## config.mk

```make
export PLATFORM = sky130hd
export DESIGN_NAME = mem_stage_ctrl
export DESIGN_NICKNAME = d
export VERILOG_FILES = /design/src/rtl/mem_stage_ctrl.sv
export SDC_FILE = /design/constraint.sdc
export NUM_CORES = 1
export LEC_CHECK = 0
export ABC_CLOCK_PERIOD_IN_PS = 3690
export BUFFER_PORTS_ARGS = -buffer_cell sky130_fd_sc_hd__buf_2
export CORE_MARGIN = 2
export CORE_UTILIZATION = 54
export DETAILED_ROUTE_END_ITERATION = 10
export GPL_TIMING_DRIVEN = 0
export PLACE_DENSITY = 0.86
export SYNTH_ARGS = -nofsm -noshare
export SYNTH_HDL_FRONTEND = slang
export SYNTH_SLANG_ARGS = --single-unit
```

## constraint.sdc

```tcl
create_clock -name clk -period 3.69 [get_ports clk]
set_input_delay 0.369 -clock clk [delete_from_list [all_inputs] [get_ports clk]]
set_output_delay 0.369 -clock clk [all_outputs]
set_load 0.01 [all_outputs]
```

## src/rtl/mem_stage_ctrl.sv

```systemverilog
// mem_stage_ctrl: memory stage between execute and the mem/wb register.
// Runs LW/SW single transfers and LM/SM bursts over a ready-handshaked
// data-memory port, and passes non-memory ops through in one cycle.
// Ports: clk, reset (async, active-low); in_* execute result; stall to
// upstream; dmem_* memory request port; rf_rd_* register read for SM data;
// out_* mem/wb entry; bus_err sticky timeout flag.
// Optional: define MEM_STAGE_TIMEOUT_EN to drop requests that wait
// WAIT_LIMIT cycles for dmem_ready (bus_err is tied to 0 otherwise).
// Opcode field in_op[5:2]: ADD 0000, ADI 0001, NDU 0010 (ALU ops),
// LW 0100, SW 0101, LM 0110, SM 0111; anything else passes through
// without a register write.
module mem_stage_ctrl #(
    parameter int DATA_W     = 16,
    parameter int WAIT_LIMIT = 64
) (
    input  logic              clk,
    input  logic              reset,
    input  logic              in_valid,
    input  logic [5:0]        in_op,
    input  logic [2:0]        in_regA,
    input  logic [2:0]        in_regC,
    input  logic [7:0]        in_imm8,
    input  logic [DATA_W-1:0] in_alu_out,
    input  logic [DATA_W-1:0] in_ra_out,
    input  logic              in_ccr_write,
    input  logic [1:0]        in_ccr_value,
    output logic              stall,
    output logic [DATA_W-1:0] dmem_addr,
    output logic [DATA_W-1:0] dmem_wdata,
    output logic              dmem_re,
    output logic              dmem_we,
    input  logic              dmem_ready,
    input  logic [DATA_W-1:0] dmem_rdata,
    output logic [2:0]        rf_rd_addr,
    input  logic [DATA_W-1:0] rf_rd_data,
    output logic              out_valid,
    output logic [5:0]        out_op,
    output logic [2:0]        out_dest,
    output logic [DATA_W-1:0] out_wdata,
    output logic              out_rf_write,
    output logic              out_ccr_write,
    output logic [1:0]        out_ccr_value,
    output logic              bus_err
);

    localparam logic [3:0] OP_ADD = 4'b0000;
    localparam logic [3:0] OP_ADI = 4'b0001;
    localparam logic [3:0] OP_NDU = 4'b0010;
    localparam logic [3:0] OP_LW  = 4'b0100;
    localparam logic [3:0] OP_SW  = 4'b0101;
    localparam logic [3:0] OP_LM  = 4'b0110;
    localparam logic [3:0] OP_SM  = 4'b0111;

    typedef enum logic [1:0] {
        S_IDLE,
        S_ACCESS,
        S_MULTI
    } state_t;

    state_t state, state_nxt;

    logic [3:0] opc;
    logic       is_lw, is_sw, is_lm, is_sm, is_alu;
    logic       acc_go, pass_go, xfer_done, expire;

    logic [5:0]        cur_op;
    logic              cur_load;
    logic [DATA_W-1:0] cur_addr;
    logic [7:0]        pend;
    logic [2:0]        cur_rega;
    logic              cur_carry;
    logic [DATA_W-1:0] sw_data;
    logic [2:0]        idx;
    logic              last;

    assign opc    = in_op[5:2];
    assign is_lw  = opc == OP_LW;
    assign is_sw  = opc == OP_SW;
    assign is_lm  = opc == OP_LM;
    assign is_sm  = opc == OP_SM;
    assign is_alu = opc == OP_ADD || opc == OP_ADI || opc == OP_NDU;

    assign acc_go  = state == S_IDLE && in_valid;
    // Everything that does not start a memory access retires next cycle,
    // including LM/SM with an empty mask (a bubble entry).
    assign pass_go = acc_go && !(is_lw || is_sw)
                   && !((is_lm || is_sm) && |in_imm8);
    assign xfer_done = state != S_IDLE && dmem_ready;

    // Next register of an LM/SM burst: lowest set bit still pending.
    always_comb begin
        idx = 3'd0;
        for (int i = 7; i >= 0; i--) begin
            if (pend[i]) idx = 3'(i);
        end
    end

    assign last = (pend & ~(8'd1 << idx)) == 8'd0;

`ifdef MEM_STAGE_TIMEOUT_EN
    localparam int WCNT_W = $clog2(WAIT_LIMIT + 1);

    logic [WCNT_W-1:0] wait_cnt;
    logic              bus_err_q;

    assign expire = stall && !dmem_ready
                  && wait_cnt == WCNT_W'(WAIT_LIMIT - 1);

    always_ff @(posedge clk or negedge reset) begin
        if (!reset) begin
            wait_cnt  <= '0;
            bus_err_q <= 1'b0;
        end else begin
            if (!stall || dmem_ready || expire) wait_cnt <= '0;
            else wait_cnt <= wait_cnt + WCNT_W'(1);
            if (expire) bus_err_q <= 1'b1;
        end
    end

    assign bus_err = bus_err_q;
`else
    logic unused_cfg;

    assign unused_cfg = ^WAIT_LIMIT;
    assign expire     = 1'b0;
    assign bus_err    = 1'b0;
`endif

    always_ff @(posedge clk or negedge reset) begin
        if (!reset) state <= S_IDLE;
        else state <= state_nxt;
    end

    always_comb begin
        state_nxt = state;
        unique case (state)
            S_IDLE: begin
                if (acc_go && (is_lw || is_sw))
                    state_nxt = S_ACCESS;
                else if (acc_go && (is_lm || is_sm) && |in_imm8)
                    state_nxt = S_MULTI;
            end
            S_ACCESS: begin
                if (dmem_ready || expire) state_nxt = S_IDLE;
            end
            S_MULTI: begin
                if (expire || (dmem_ready && last))
                    state_nxt = S_IDLE;
            end
            default: state_nxt = S_IDLE;
        endcase
    end

    always_comb begin
        stall      = state != S_IDLE;
        dmem_re    = 1'b0;
        dmem_we    = 1'b0;
        dmem_addr  = '0;
        dmem_wdata = '0;
        rf_rd_addr = 3'd0;
        unique case (state)
            S_ACCESS: begin
                dmem_addr = cur_addr;
                dmem_re   = cur_load;
                dmem_we   = !cur_load;
                if (!cur_load) dmem_wdata = sw_data;
            end
            S_MULTI: begin
                dmem_addr = cur_addr;
                dmem_re   = cur_load;
                dmem_we   = !cur_load;
                if (!cur_load) begin
                    rf_rd_addr = idx;
                    dmem_wdata = rf_rd_data;
                end
            end
            default: ;
        endcase
    end

    // The accepted op is captured here: while stalled, in_* already
    // belongs to the next instruction.
    always_ff @(posedge clk or negedge reset) begin
        if (!reset) begin
            cur_op    <= '0;
            cur_load  <= 1'b0;
            cur_addr  <= '0;
            pend      <= '0;
            cur_rega  <= '0;
            cur_carry <= 1'b0;
            sw_data   <= '0;
        end else if (acc_go) begin
            cur_op    <= in_op;
            cur_load  <= is_lw || is_lm;
            cur_addr  <= in_alu_out;
            pend      <= in_imm8;
            cur_rega  <= in_regA;
            cur_carry <= in_ccr_value[0];
            sw_data   <= in_ra_out;
        end else if (state == S_MULTI && dmem_ready) begin
            pend[idx] <= 1'b0;
            cur_addr  <= cur_addr + DATA_W'(1);
        end
    end

    always_ff @(posedge clk or negedge reset) begin
        if (!reset) begin
            out_valid     <= 1'b0;
            out_op        <= '0;
            out_dest      <= '0;
            out_wdata     <= '0;
            out_rf_write  <= 1'b0;
            out_ccr_write <= 1'b1;
            out_ccr_value <= '0;
        end else begin
            out_valid <= 1'b0;
            unique case (1'b1)
                pass_go: begin
                    out_valid    <= 1'b1;
                    out_op       <= in_op;
                    out_wdata    <= in_alu_out;
                    out_rf_write <= is_alu;
                    if (is_lm || is_sm) begin
                        out_dest      <= in_regA;
                        out_ccr_write <= 1'b1;
                        out_ccr_value <= '0;
                    end else begin
                        out_dest      <= in_regC;
                        out_ccr_write <= in_ccr_write;
                        out_ccr_value <= in_ccr_value;
                    end
                end
                xfer_done && state == S_ACCESS: begin
                    out_valid    <= 1'b1;
                    out_op       <= cur_op;
                    out_dest     <= cur_rega;
                    out_rf_write <= cur_load;
                    if (cur_load) begin
                        out_wdata     <= dmem_rdata;
                        out_ccr_write <= 1'b0;
                        out_ccr_value <= {dmem_rdata == '0,
                                          cur_carry};
                    end else begin
                        out_wdata     <= '0;
                        out_ccr_write <= 1'b1;
                        out_ccr_value <= '0;
                    end
                end
                xfer_done && state == S_MULTI: begin
                    out_valid     <= 1'b1;
                    out_op        <= cur_op;
                    out_dest      <= idx;
                    out_rf_write  <= cur_load;
                    out_wdata     <= cur_load ? dmem_rdata
                                              : rf_rd_data;
                    out_ccr_write <= 1'b1;
                    out_ccr_value <= '0;
                end
                default: ;
            endcase
        end
    end

endmodule

```

After elaboration in Yosys (flattened, before gate mapping)

Index checks and enable logic that the tools add are counted.
Widths: inputs -> output; s select.

Register bits: 83
Input port bits: 91
Output and inout port bits: 69
Word-level logic and storage cells: 109

$add $sub $neg: 1
$lt $le $gt $ge: 2
Eq/ne operators: 11
Shift operators: 1
Muxes and demuxes: 41
Bitwise logic cells: 4
Reduce and logical (&&, ||, !) cells: 34

Operator list:

| operator              | count |
|---|---|
| $mux 16               | 7 |
| $pmux 16 s3           | 1 |
| $mux 3                | 11 |
| $pmux 16 s2           | 1 |
| $add 16x1->16 const B | 1 |
| $and 8x8->8           | 2 |
| $eq 4x3->1 const B    | 4 |
| $logic_not 16->1      | 1 |
| $mux 8                | 2 |
| $not 8->8             | 2 |
| $logic_and 1x1->1     | 13 |
| $mux 2                | 6 |
| $pmux 2 s3            | 2 |
| $pmux 6 s2            | 1 |
| $pmux 3 s3            | 1 |
| $logic_not 8->1       | 1 |
| $reduce_or 8->1       | 1 |
| $shl 1x3->8 const A   | 1 |
| $mux 1                | 6 |
| $reduce_bool 2->1     | 3 |
| $logic_or 1x1->1      | 5 |
| $eq 4x1->1 const B    | 1 |
| $eq 4x2->1 const B    | 1 |
| $logic_not 4->1       | 1 |
| 15 further kinds      | 19 |

Depth between registers and ports, before layout

Depth after elaboration: 16
Gate-level depth with buffers: 10
Mapped depth without buffers: 8

Least setup slack after synthesis

OpenSTA, ideal clock, no wires.

Kind: reg2out
Start: register state[0]
End: output port dmem_wdata[10]
Arrival: 1711 ps
Data required time: 3321 ps
Setup slack: 1610 ps
Cell stages (with the launch flop): 9
Buffers on the path: 3
Path through: dfrtp_1 > inv_1 > ha_1 > buf_2 > nor2b_1 > clkbuf_1 > clkbuf_1 > a22oi_1 > nor2b_1

Longest elaborated chain between the ends: 2
Elaborated cells on any way between the ends: 3
Classes of those cells: 2 x eq/ne; 1 x mux

Ends and longest elaborated chain:

| what                                     | RTL line | RTL |
|---|---|---|
| start: declaration                       | 60       | `state_t state, state_nxt;` |
| start signal: assignment                 | 131      | `else state <= state_nxt;` |
| $eq 2x2->1 or $eq 2x1->1 (tied branches) | 161      | `unique case (state)` |
| $pmux 16 s2 (*)                          | 161      |  |
| end: declaration                         | 29       | `output logic [DATA_W-1:0] dmem_wdata,` |

Every way passes the cells marked *; elsewhere a longest branch is shown, timed or not.

Worst setup path after layout

Start: register state[0]
End: output port dmem_wdata[5]

The elaborated chain is that of the path after synthesis.

==> impl_metrics.toml <==
[status]
status = "completed"

[power]
p_leak_nw = 2.707
netSwitchingFraction = 0.4476
p_int_mw = 2.550
p_per_area_nw_per_um2 = 813.7
p_sw_mw = 2.066
ir_drop_mv = 0.3329
seq_power_share = 0.366
pwr-share-clk = 0.142
power_mw = 4.616
pwr-share-comb = 0.492

[clock_tree]
worstSkewPairLatency_ns = 0.36
cts_tree = "done"
numCtsBuffers = 9
cts_max_level = 3
clk_path_buf_depth = 2
clk_pin_slew_ns = 0.08
root_buffer = "clkbuf_8"
clock_sinks = 83

[worst_setup_path]
path_max_fanout = 10
cp-end-kind = "primary output"
rrSetupSlack_ns = 1.32
cp_data_required_time_ns = 3.32
endpoint = "dmem_wdata[5]"
rr_worst_depth = 8
crit_path_start_kind = "register"
r2r_end = "out_wdata[9]"
critical_path_arrival_ns = 2.62
regToRegStartpoint = "state[0]"
crit_start = "state[0]"
crit_type = "reg2out"

[finish]
drive_gt1_frac = 0.2555
fillerInstances = 671
nNetsFinal = 814
post_layout_nonfiller_instances = 830
multi_input_area_um2 = 2265
ff_latch_area_um2 = 2078
syn_to_final_growth_pct = 25.53

[global_route]
overflow = 0
antenna_found_initial = 1
grt_start_max_net_pins = 63
track_usage = 0.3161
grt_pass1_wl_um = 22140
grt_pass1_vias = 4488

[yosys]
yosysTopAreaCellShare = 0.4540
seq_area_frac_synth = 0.4599
ys_types = 47
synthMostInstantiatedCell = "nand2_1"
synth.top_cells.by_area = "dfrtp_1 45%, nand2_1 12%, nor2_1 3.7%"
synth_ff_type = "dfrtp_1"
yosysWarnings = 0
yosys.area.top_type = "dfrtp_1"
synth_edf_count = 0
netlist_area_um2 = 4519
async_reset_ff_frac = 1.000
synth_cells = 549
ys_seq_elements = 83
synth_common_cells = "142 x nand2_1, 82 x dfrtp_1, 44 x nor2_1"
syn_area_per_cell_um2 = 8.232
synth_nets = 644

[sta]
timing.fmax_ghz = 0.3350
hold_violations = 0
timing.hold.ws_ns = 0.1982
slew_viol_final = 0
fin_crit_sh = 0.8090
setup_tns_ns = 0
period_minus_slack_ns = 2.985
fin_skew_ns = 0.01102
setup_violations = 0
tightestPinTransition_ns = 0.8264
rsz0062_at_grt = "no"
maxSlewHeadroom = 0.4470

[route]
wl_per_cell_um = 17.11
ant_nets = 0
wl_um = 14200
drt_iter0_markers = 433
first_pass_iters = 5
drc = 0
vias_per_cell = 5.898
vias = 4895

[die]
die_area_um2 = 9116
start_util = 0.5528
die_w_um = 95.48
rows = 33
pin_count = 160
core_um2 = 8175
dieHeight_um = 95.48

[placed_design]
dp_hpwl_um = 10820
io_buffers = 157
place.gp.congestion = 0.9477
dp_cells = 812

[min_path]
hp-class = "in2reg"

[flow_run]
max_cap_violations = 0
[sequential cells by signal, indices dropped and copies added (netlist names), 2 cells and up]
name           count
out_ccr_value      2
cur_op             6
sw_data           16
pend               8
out_wdata         16
out_op             6
cur_addr          16
out_dest           3
cur_rega           3
state              2
[logic make-up after synthesis]
family                   Yosys count  share of synthesized area
buffers and inverters             45                    0.03904
adder cells (fa/ha/maj)            4                    0.01107
AND/OR/NAND/NOR                  264                     0.2586
other                              1                  0.0008298
XOR/XNOR                          14                    0.02713
multiplexers                       9                    0.02159
AO/OA/AOI/OAI                    129                     0.1819
flip-flops                        83                     0.4599
[routing by layer]
layer	GRT usage	part of all wire
met1	0.4256	0.39
met2	0.5023	0.47
met3	0.05455	0.10
met4	0.1405	0.033
met5	0	0
[worst max-delay path, stage by stage, from the launching register on]
cell and delay [ns]:
dfrtp_1 0.41, inv_1 0.10, ha_1 0.15, buf_2 0.21, nor2b_1 0.15, clkbuf_1 0.27
clkbuf_1 0.47, a22oi_1 0.17, nor2b_1 0.17, buf_2 0.15
[what timing repair did]
item | CTS | global route
setup buffers | 0 | 0
hold endpoints to repair | 21 | 0
hold buffers | 1 | 0
gates resized for setup | 0 | 0
[metrics by stage]
step | instance area, µm² | setup WS (ns) | util
6_report | 5673 | 0.7047 | 0.6939
5_1_grt | 5673 | 0.5177 | 0.6939
4_1_cts | 5670 | 0.7618 | 0.6936
3_5_place_dp | 5466 | 1.157 | 0.6687
3_3_place_gp | 5436 | 1.220 | 0.6650
2_1_floorplan | 4519 | 1.610 | -
[worst min-delay path by stage]
stage / slack [ns] / cells past startpoint / to / startpoint
5_1_grt: 0.21 / 3 / sw_data[4] / in_ra_out[4]
4_1_cts: 0.20 / 3 / sw_data[1] / in_ra_out[1]
6_report: 0.20 / 3 / sw_data[1] / in_ra_out[1]
3_5_place_dp: 0.29 / 1 / pend[5] / reset
3_3_place_gp: 0.46 / 2 / cur_op[4] / cur_op[4]
2_1_floorplan: 0.07 / 0 / cur_addr[0] / reset
[cell type report]
type,count,area share
antenna,1,0.0004411
buffer,36,0.02514
clock buffer,10,0.02250
clock inverter,6,0.01169
inverter,9,0.005955
multi-input combinational,421,0.3992
sequential,83,0.3663
tap,105,0.02316
timing repair buffer,159,0.1456
[cells in the final DEF, fill, tap and decap left out, types with 2 or more instances in the layout]
cell        count
nor3_1          6
a22oi_1        17
a31oi_1         5
clkbuf_1       33
mux2_2          2
and2_1         20
nand2_1       142
o21ai_0        29
nor2_1         44
clkinvlp_4      3
ha_1            4
xor2_1          7
nand3_1        11
buf_4           2
buf_2         159
nor2b_1        20
nor4_1          5
clkbuf_8        9
a32oi_1        18
inv_1           8
and3_1          3
or3_1           2
xnor2_1         7
a21oi_1        23
nand4_1         7
mux2i_1         6
o21ai_1        21
dfrtp_1        82
o31ai_1         3
o311ai_0        2
[power by group through the flow]
stage / Combinational (mW) / Sequential (mW) / Clock (mW)
floorplan: 1.38 / 1.69 / 0
global placement: 2.15 / 1.67 / 0
detailed placement: 2.24 / 1.70 / 0
CTS: 2.25 / 1.68 / 0.659
global route: 2.52 / 1.74 / 0.690
finish: 2.27 / 1.69 / 0.654
Power figures use the tool's default switching activity.
